`src/rtl/text_console_pkg.sv`:
```
// Shared constants, control codes and state encoding for the text console.
// Geometry is fixed at 80x30 so the 5/7/12-bit port widths always fit.
package text_console_pkg;

    localparam int COLS = 80;
    localparam int ROWS = 30;
    localparam logic [7:0] BLANK = 8'h20;

    localparam logic [6:0]  LAST_COL     = 7'(COLS - 1);
    localparam logic [4:0]  LAST_ROW     = 5'(ROWS - 1);
    localparam logic [11:0] LINE_CELLS   = 12'(COLS);
    localparam logic [11:0] SCREEN_CELLS = 12'(COLS * ROWS);

    localparam logic [7:0] CH_BS = 8'h08;
    localparam logic [7:0] CH_LF = 8'h0A;
    localparam logic [7:0] CH_FF = 8'h0C;
    localparam logic [7:0] CH_CR = 8'h0D;

    typedef enum logic [1:0] {
        ST_IDLE,
        ST_CLR_LINE,
        ST_CLR_SCREEN
    } state_t;

    function automatic logic is_printable(input logic [7:0] c);
        return (c >= 8'h20) && (c != 8'h7F);
    endfunction

endpackage

```
`src/rtl/text_console_blank_filler.sv`:
```
// Streams BLANK writes over a contiguous address range, then pulses done.
// Comes out of reset already clearing the whole screen.
module text_console_blank_filler
    import text_console_pkg::*;
(
    input  logic        CPUClk,
    input  logic        reset,
    input  logic        start,
    input  logic [11:0] base,
    input  logic [11:0] count,
    output logic        fill_valid,
    output logic [11:0] fill_addr,
    output logic        done
);

    logic        active;
    logic        last;
    logic [11:0] cnt;
    logic [11:0] fill_base;
    logic [11:0] fill_count;

    assign fill_valid = active;
    assign fill_addr  = fill_base + cnt;
    assign last       = active && (cnt == fill_count - 12'd1);

    // done lags the final write by one cycle so the owner reopens a cycle later
    always_ff @(posedge CPUClk or posedge reset) begin
        if (reset) begin
            active     <= 1'b1;
            cnt        <= '0;
            fill_base  <= '0;
            fill_count <= SCREEN_CELLS;
            done       <= 1'b0;
        end else begin
            done <= last;
            if (start) begin
                active     <= 1'b1;
                cnt        <= '0;
                fill_base  <= base;
                fill_count <= count;
            end else if (active) begin
                cnt <= cnt + 12'd1;
                if (last) begin
                    active <= 1'b0;
                end
            end
        end
    end

endmodule

```
`src/rtl/text_console.sv`:
```
// CPU byte stream to character-RAM writer: cursor, control codes and
// wrap-and-clear scrolling for an 80x30 text screen.
module text_console
    import text_console_pkg::*;
(
    input  logic        CPUClk,
    input  logic        reset,
    input  logic        in_valid,
    input  logic [7:0]  in_data,
    output logic        in_ready,
    output logic        wr_en,
    output logic [11:0] wr_addr,
    output logic [7:0]  wr_data,
    output logic [4:0]  cursor_row,
    output logic [6:0]  cursor_col
);

    state_t      state;
    state_t      state_next;
    logic [11:0] line_base;
    logic [11:0] base_next;
    logic [4:0]  row_next;
    logic [6:0]  col_next;
    logic        accept;
    logic        adv;
    logic        wr_next;
    logic [11:0] addr_next;
    logic [7:0]  data_next;
    logic [11:0] cur_addr;

    logic        fill_start;
    logic [11:0] fill_base_in;
    logic [11:0] fill_count_in;
    logic        fill_valid;
    logic [11:0] fill_addr;
    logic        fill_done;

    assign accept   = in_valid && in_ready;
    assign cur_addr = line_base + {5'd0, cursor_col};

    text_console_blank_filler u_blank_filler (
        .CPUClk     (CPUClk),
        .reset      (reset),
        .start      (fill_start),
        .base       (fill_base_in),
        .count      (fill_count_in),
        .fill_valid (fill_valid),
        .fill_addr  (fill_addr),
        .done       (fill_done)
    );

    always_ff @(posedge CPUClk or posedge reset) begin
        if (reset) begin
            state <= ST_CLR_SCREEN;
        end else begin
            state <= state_next;
        end
    end

    always_comb begin
        state_next    = state;
        row_next      = cursor_row;
        col_next      = cursor_col;
        base_next     = line_base;
        adv           = 1'b0;
        wr_next       = 1'b0;
        addr_next     = cur_addr;
        data_next     = in_data;
        fill_start    = 1'b0;
        fill_base_in  = '0;
        fill_count_in = LINE_CELLS;

        unique case (state)
            ST_IDLE: begin
                if (accept) begin
                    if (is_printable(in_data)) begin
                        wr_next = 1'b1;
                        if (cursor_col == LAST_COL) begin
                            col_next = '0;
                            adv      = 1'b1;
                        end else begin
                            col_next = cursor_col + 7'd1;
                        end
                    end else if (in_data == CH_LF) begin
                        adv = 1'b1;
                    end else if (in_data == CH_CR) begin
                        col_next = '0;
                    end else if (in_data == CH_BS) begin
                        if (cursor_col != '0) begin
                            col_next  = cursor_col - 7'd1;
                            wr_next   = 1'b1;
                            addr_next = cur_addr - 12'd1;
                            data_next = BLANK;
                        end
                    end else if (in_data == CH_FF) begin
                        row_next      = '0;
                        col_next      = '0;
                        base_next     = '0;
                        fill_start    = 1'b1;
                        fill_count_in = SCREEN_CELLS;
                        state_next    = ST_CLR_SCREEN;
                    end
                end
            end
            ST_CLR_LINE, ST_CLR_SCREEN: begin
                if (fill_done) begin
                    state_next = ST_IDLE;
                end
            end
            default: state_next = ST_CLR_SCREEN;
        endcase

        // Scroll by wrapping and blanking the line we land on
        if (adv) begin
            if (cursor_row == LAST_ROW) begin
                row_next  = '0;
                base_next = '0;
            end else begin
                row_next  = cursor_row + 5'd1;
                base_next = line_base + LINE_CELLS;
            end
            fill_start    = 1'b1;
            fill_base_in  = base_next;
            fill_count_in = LINE_CELLS;
            state_next    = ST_CLR_LINE;
        end
    end

    always_ff @(posedge CPUClk or posedge reset) begin
        if (reset) begin
            cursor_row <= '0;
            cursor_col <= '0;
            line_base  <= '0;
            in_ready   <= 1'b0;
            wr_en      <= 1'b0;
            wr_addr    <= '0;
            wr_data    <= '0;
        end else begin
            cursor_row <= row_next;
            cursor_col <= col_next;
            line_base  <= base_next;
            in_ready   <= (state_next == ST_IDLE);
            if (wr_next) begin
                wr_en   <= 1'b1;
                wr_addr <= addr_next;
                wr_data <= data_next;
            end else if (fill_valid) begin
                wr_en   <= 1'b1;
                wr_addr <= fill_addr;
                wr_data <= BLANK;
            end else begin
                wr_en <= 1'b0;
            end
        end
    end

endmodule

```
`config.mk`:
```
export PLATFORM = sky130hd
export DESIGN_NAME = text_console
export DESIGN_NICKNAME = d
export VERILOG_FILES = /design/src/rtl/text_console_pkg.sv /design/src/rtl/text_console_blank_filler.sv /design/src/rtl/text_console.sv
export SDC_FILE = /design/constraint.sdc
export NUM_CORES = 1
export LEC_CHECK = 0
export BUFFER_PORTS_ARGS = -buffer_cell sky130_fd_sc_hd__buf_2
export CORE_ASPECT_RATIO = 0.75
export CORE_UTILIZATION = 55
export CTS_CLUSTER_DIAMETER = 100
export CTS_CLUSTER_SIZE = 40
export DETAILED_ROUTE_END_ITERATION = 8
export HOLD_SLACK_MARGIN = 0.03
export PLACE_DENSITY = 0.83
export SYNTH_ARGS = -nofsm -noshare
export SYNTH_HDL_FRONTEND = slang
export SYNTH_SLANG_ARGS = --single-unit
```
`constraint.sdc`:
```
create_clock -name CPUClk -period 6.65 [get_ports CPUClk]
set_input_delay 0 -clock CPUClk [delete_from_list [all_inputs] [get_ports CPUClk]]
set_output_delay 0 -clock CPUClk [all_outputs]
set_load 0.02 [all_outputs]
```
==> flow_summary.toml <==
[run_status]
status = "complete, no violations"

[route]
drtPass1Iterations = 5
vias = 4387
drt_iter0_drc = 442
via_per_inst = 6.18
wl_mm = 12.9
route.detailed.drc = 0
routedWlPerCell_um = 18.2
final_antenna_net_count = 0

[cts]
path_clk_slew_ps = 60
clk_latency_ps = 350
clockBufferDepth = 2
postCtsSetupBuffers = 0
cts_buffers = 9
cts_root_buf = "clkbuf_16"
cts_max_level = 3
cts.sinks = 76
cts_tree = "built"

[sta]
relSlewSlack = 0.350
setup_viol = 0
finalSetupTns_ps = 0
worst_slew_pin_slew_ps = 976
rsz0062_at_grt = "no"
fin_crit_ps = 3270
skew_ps = 8.96
max_clock_freq_ghz = 0.305
finalMaxSlewViolations = 0
fin_ws_ps = 3380
final_hold_viol_count = 0
fin_crit_sh = 0.492

[placed_design]
place_ws_ps = 3430
place.gp.congestion = 0.901
dp.final_hpwl_mm = 8.81
portBuffers = 44

[global_route]
grt_pass1_wl_mm = 21.4
antenna_found_initial = 0
grt_pass1_vias = 4290
gr-total-overflow = 0
grt_max_degree = 77
track_usage = 0.295

[synthesis]
netlist.area_leader.share = 0.373
ys_types = 59
yosysSeqAreaShare = 0.390
synth_edf_count = 0
ys_warn_count = 0
async_flop_share = 1.00
synth-seq-cells = 76
syn-num-nets = 586
synth.largest_area_cell = "dfrtp_1"
syn-cell-area_um2 = 4890
synth.avg_cell_area_um2 = 8.98
synth-main-ff-cell = "dfrtp_1"
syn_inst = 545
synth_area_leaders = "dfrtp_1 37%, ha_1 7.2%, xnor2_1 5.5%"

[cells_and_area]
antennaDiodeCount = 0
final_cell_mix = "73 x dfrtp_1, 51 x o21ai_0, 49 x nor2_1, 49 x nand2_1, 44 x buf_2"
area_growth_syn_to_layout_pct = 14.8
fill_cells = 681
fin_nets = 638
drive_gt1_frac = 0.140
layout_commonest_cell = "dfrtp_1"

[power]
p_switching_mw = 0.223
power_density_nw_per_um2 = 176
p_int_mw = 0.765
combPwrFrac = 0.028
clockPowerShare = 0.504
ir_drop_mv = 0.178
seq_power_share = 0.468
leakagePower_nw = 2.61
p_sw_frac = 0.226

[setup_path]
crit_type = "reg2reg"
startpoint_type = "register"
cp_max_fo = 10
cp.arrival_ps = 3500
worst-endpoint-required_ps = 6880
end_kind = "register"

[die]
start_util = 0.574
die_h_um = 83.7
io_pins = 45
row_count = 29
die_x_um = 111
dieArea_um2 = 9280
core_um2 = 8530

[min_path]
min_path_type = "in2reg"

[job]
maxCapViolCount = 0
## layout make-up
class	instances	area (µm²)	share of cell area
Clock buffer	10	229	0.0408
Clock inverter	6	71.3	0.0127
Inverter	23	86.3	0.0154
Multi-Input combinational cell	429	2840	0.506
Sequential cell	76	1910	0.339
Tap cell	108	135	0.0241
Timing Repair Buffer	58	348	0.0620
## flip-flops by register name (all words and copies together), names as in the netlist
signal,flops
line_base,12
cursor_col,7
wr_addr,12
u_blank_filler.cnt,12
wr_en,1
in_ready,1
u_blank_filler.fill_valid,1
u_blank_filler.fill_base,12
u_blank_filler.done,1
wr_data,8
cursor_row,5
u_blank_filler.fill_count,2
state,2
## power by group through the flow
stage	clock, mW	sequential [mW]	combinational [mW]
after detailed placement	0	0.471	0.0227
after global routing	0.521	0.462	0.0301
after CTS	0.505	0.462	0.0268
after floorplan	0	0.471	0.0119
final	0.498	0.462	0.0274
after global placement	0	0.471	0.0222
## cell usage after synthesis, types with 6 or more instances
library cell and instances:
clkbuf_1 10, nor2_1 49, and3_1 9, inv_1 23, xor2_1 9, nor3_1 12, a22o_1 9, nand4_1 7
xnor2_1 31, ha_1 28, a21o_1 6, and2_1 9, nand3_1 14, o21ai_0 51, o31ai_1 6, or3_1 8
nand2_1 49, mux2i_1 9, o22ai_1 6, a211oi_1 13, nor2b_1 9, a31oi_1 6, dfrtp_1 73, a21oi_1 30
## path summary, 6_finish.rpt
path	cells after the start	slack, ps	from	endpoint
min	6	320	in_valid	wr_addr[3]
max in group asynchronous	4	5520	reset	cursor_col[6]
min reg2reg	2	500	u_blank_filler.fill_base[9]	u_blank_filler.fill_base[9]
max reg2reg	9	3380	cursor_col[0]	wr_addr[11]
max	9	3380	cursor_col[0]	wr_addr[11]
min in group asynchronous	4	510	reset	u_blank_filler.cnt[2]
## metrics by stage
step           power (mW)  instance area (µm²)  utilization  hold slack (ps)  cells
5_1_grt              1.01                 5610        0.658              333    710
3_3_place_gp        0.493                 5220        0.613              287    685
6_report            0.988                 5610        0.658              319    710
2_1_floorplan       0.483                 4890            -              117    545
3_5_place_dp        0.494                 5220        0.613              292    685
4_1_cts             0.994                 5610        0.658              275    710
## cell families (layout without fill, tap and decap cells)
group           after synthesis  after routing  share of synthesized area
simple gates                195            195                      0.209
xor+xnor                     40             40                     0.0716
flops                        76             76                      0.390
fa+ha+maj                    30             30                     0.0798
buf+inv                      40             97                     0.0320
mux                           9              9                     0.0184
compound gates              155            155                      0.200
## worst max-delay path, stage by stage, from the launching register on
cell	delay, ps
dfrtp_1	490
ha_1	310
fa_1	430
xnor2_1	310
nand3_1	160
or4b_4	530
nor4_4	240
nand4b_1	160
and4_1	230
or3_1	300
## repair_timing
item | 4_1_cts | 5_1_grt
hold endpoints to repair | 81 | 0
gates resized for setup | 0 | 0
hold buffers | 9 | 0
endpoints found under the setup margin | 0 | 0
## metal layers
layer | GRT usage | wire [µm] | vias up
met4 | 0.105 | 354 | 0
met1 | 0.391 | 5570 | 2080
met3 | 0.0988 | 1200 | 37
li1 | - | - | 2086
met2 | 0.451 | 5820 | 184
met5 | 0 | 0 | -
(Power assumes the default switching activity.)
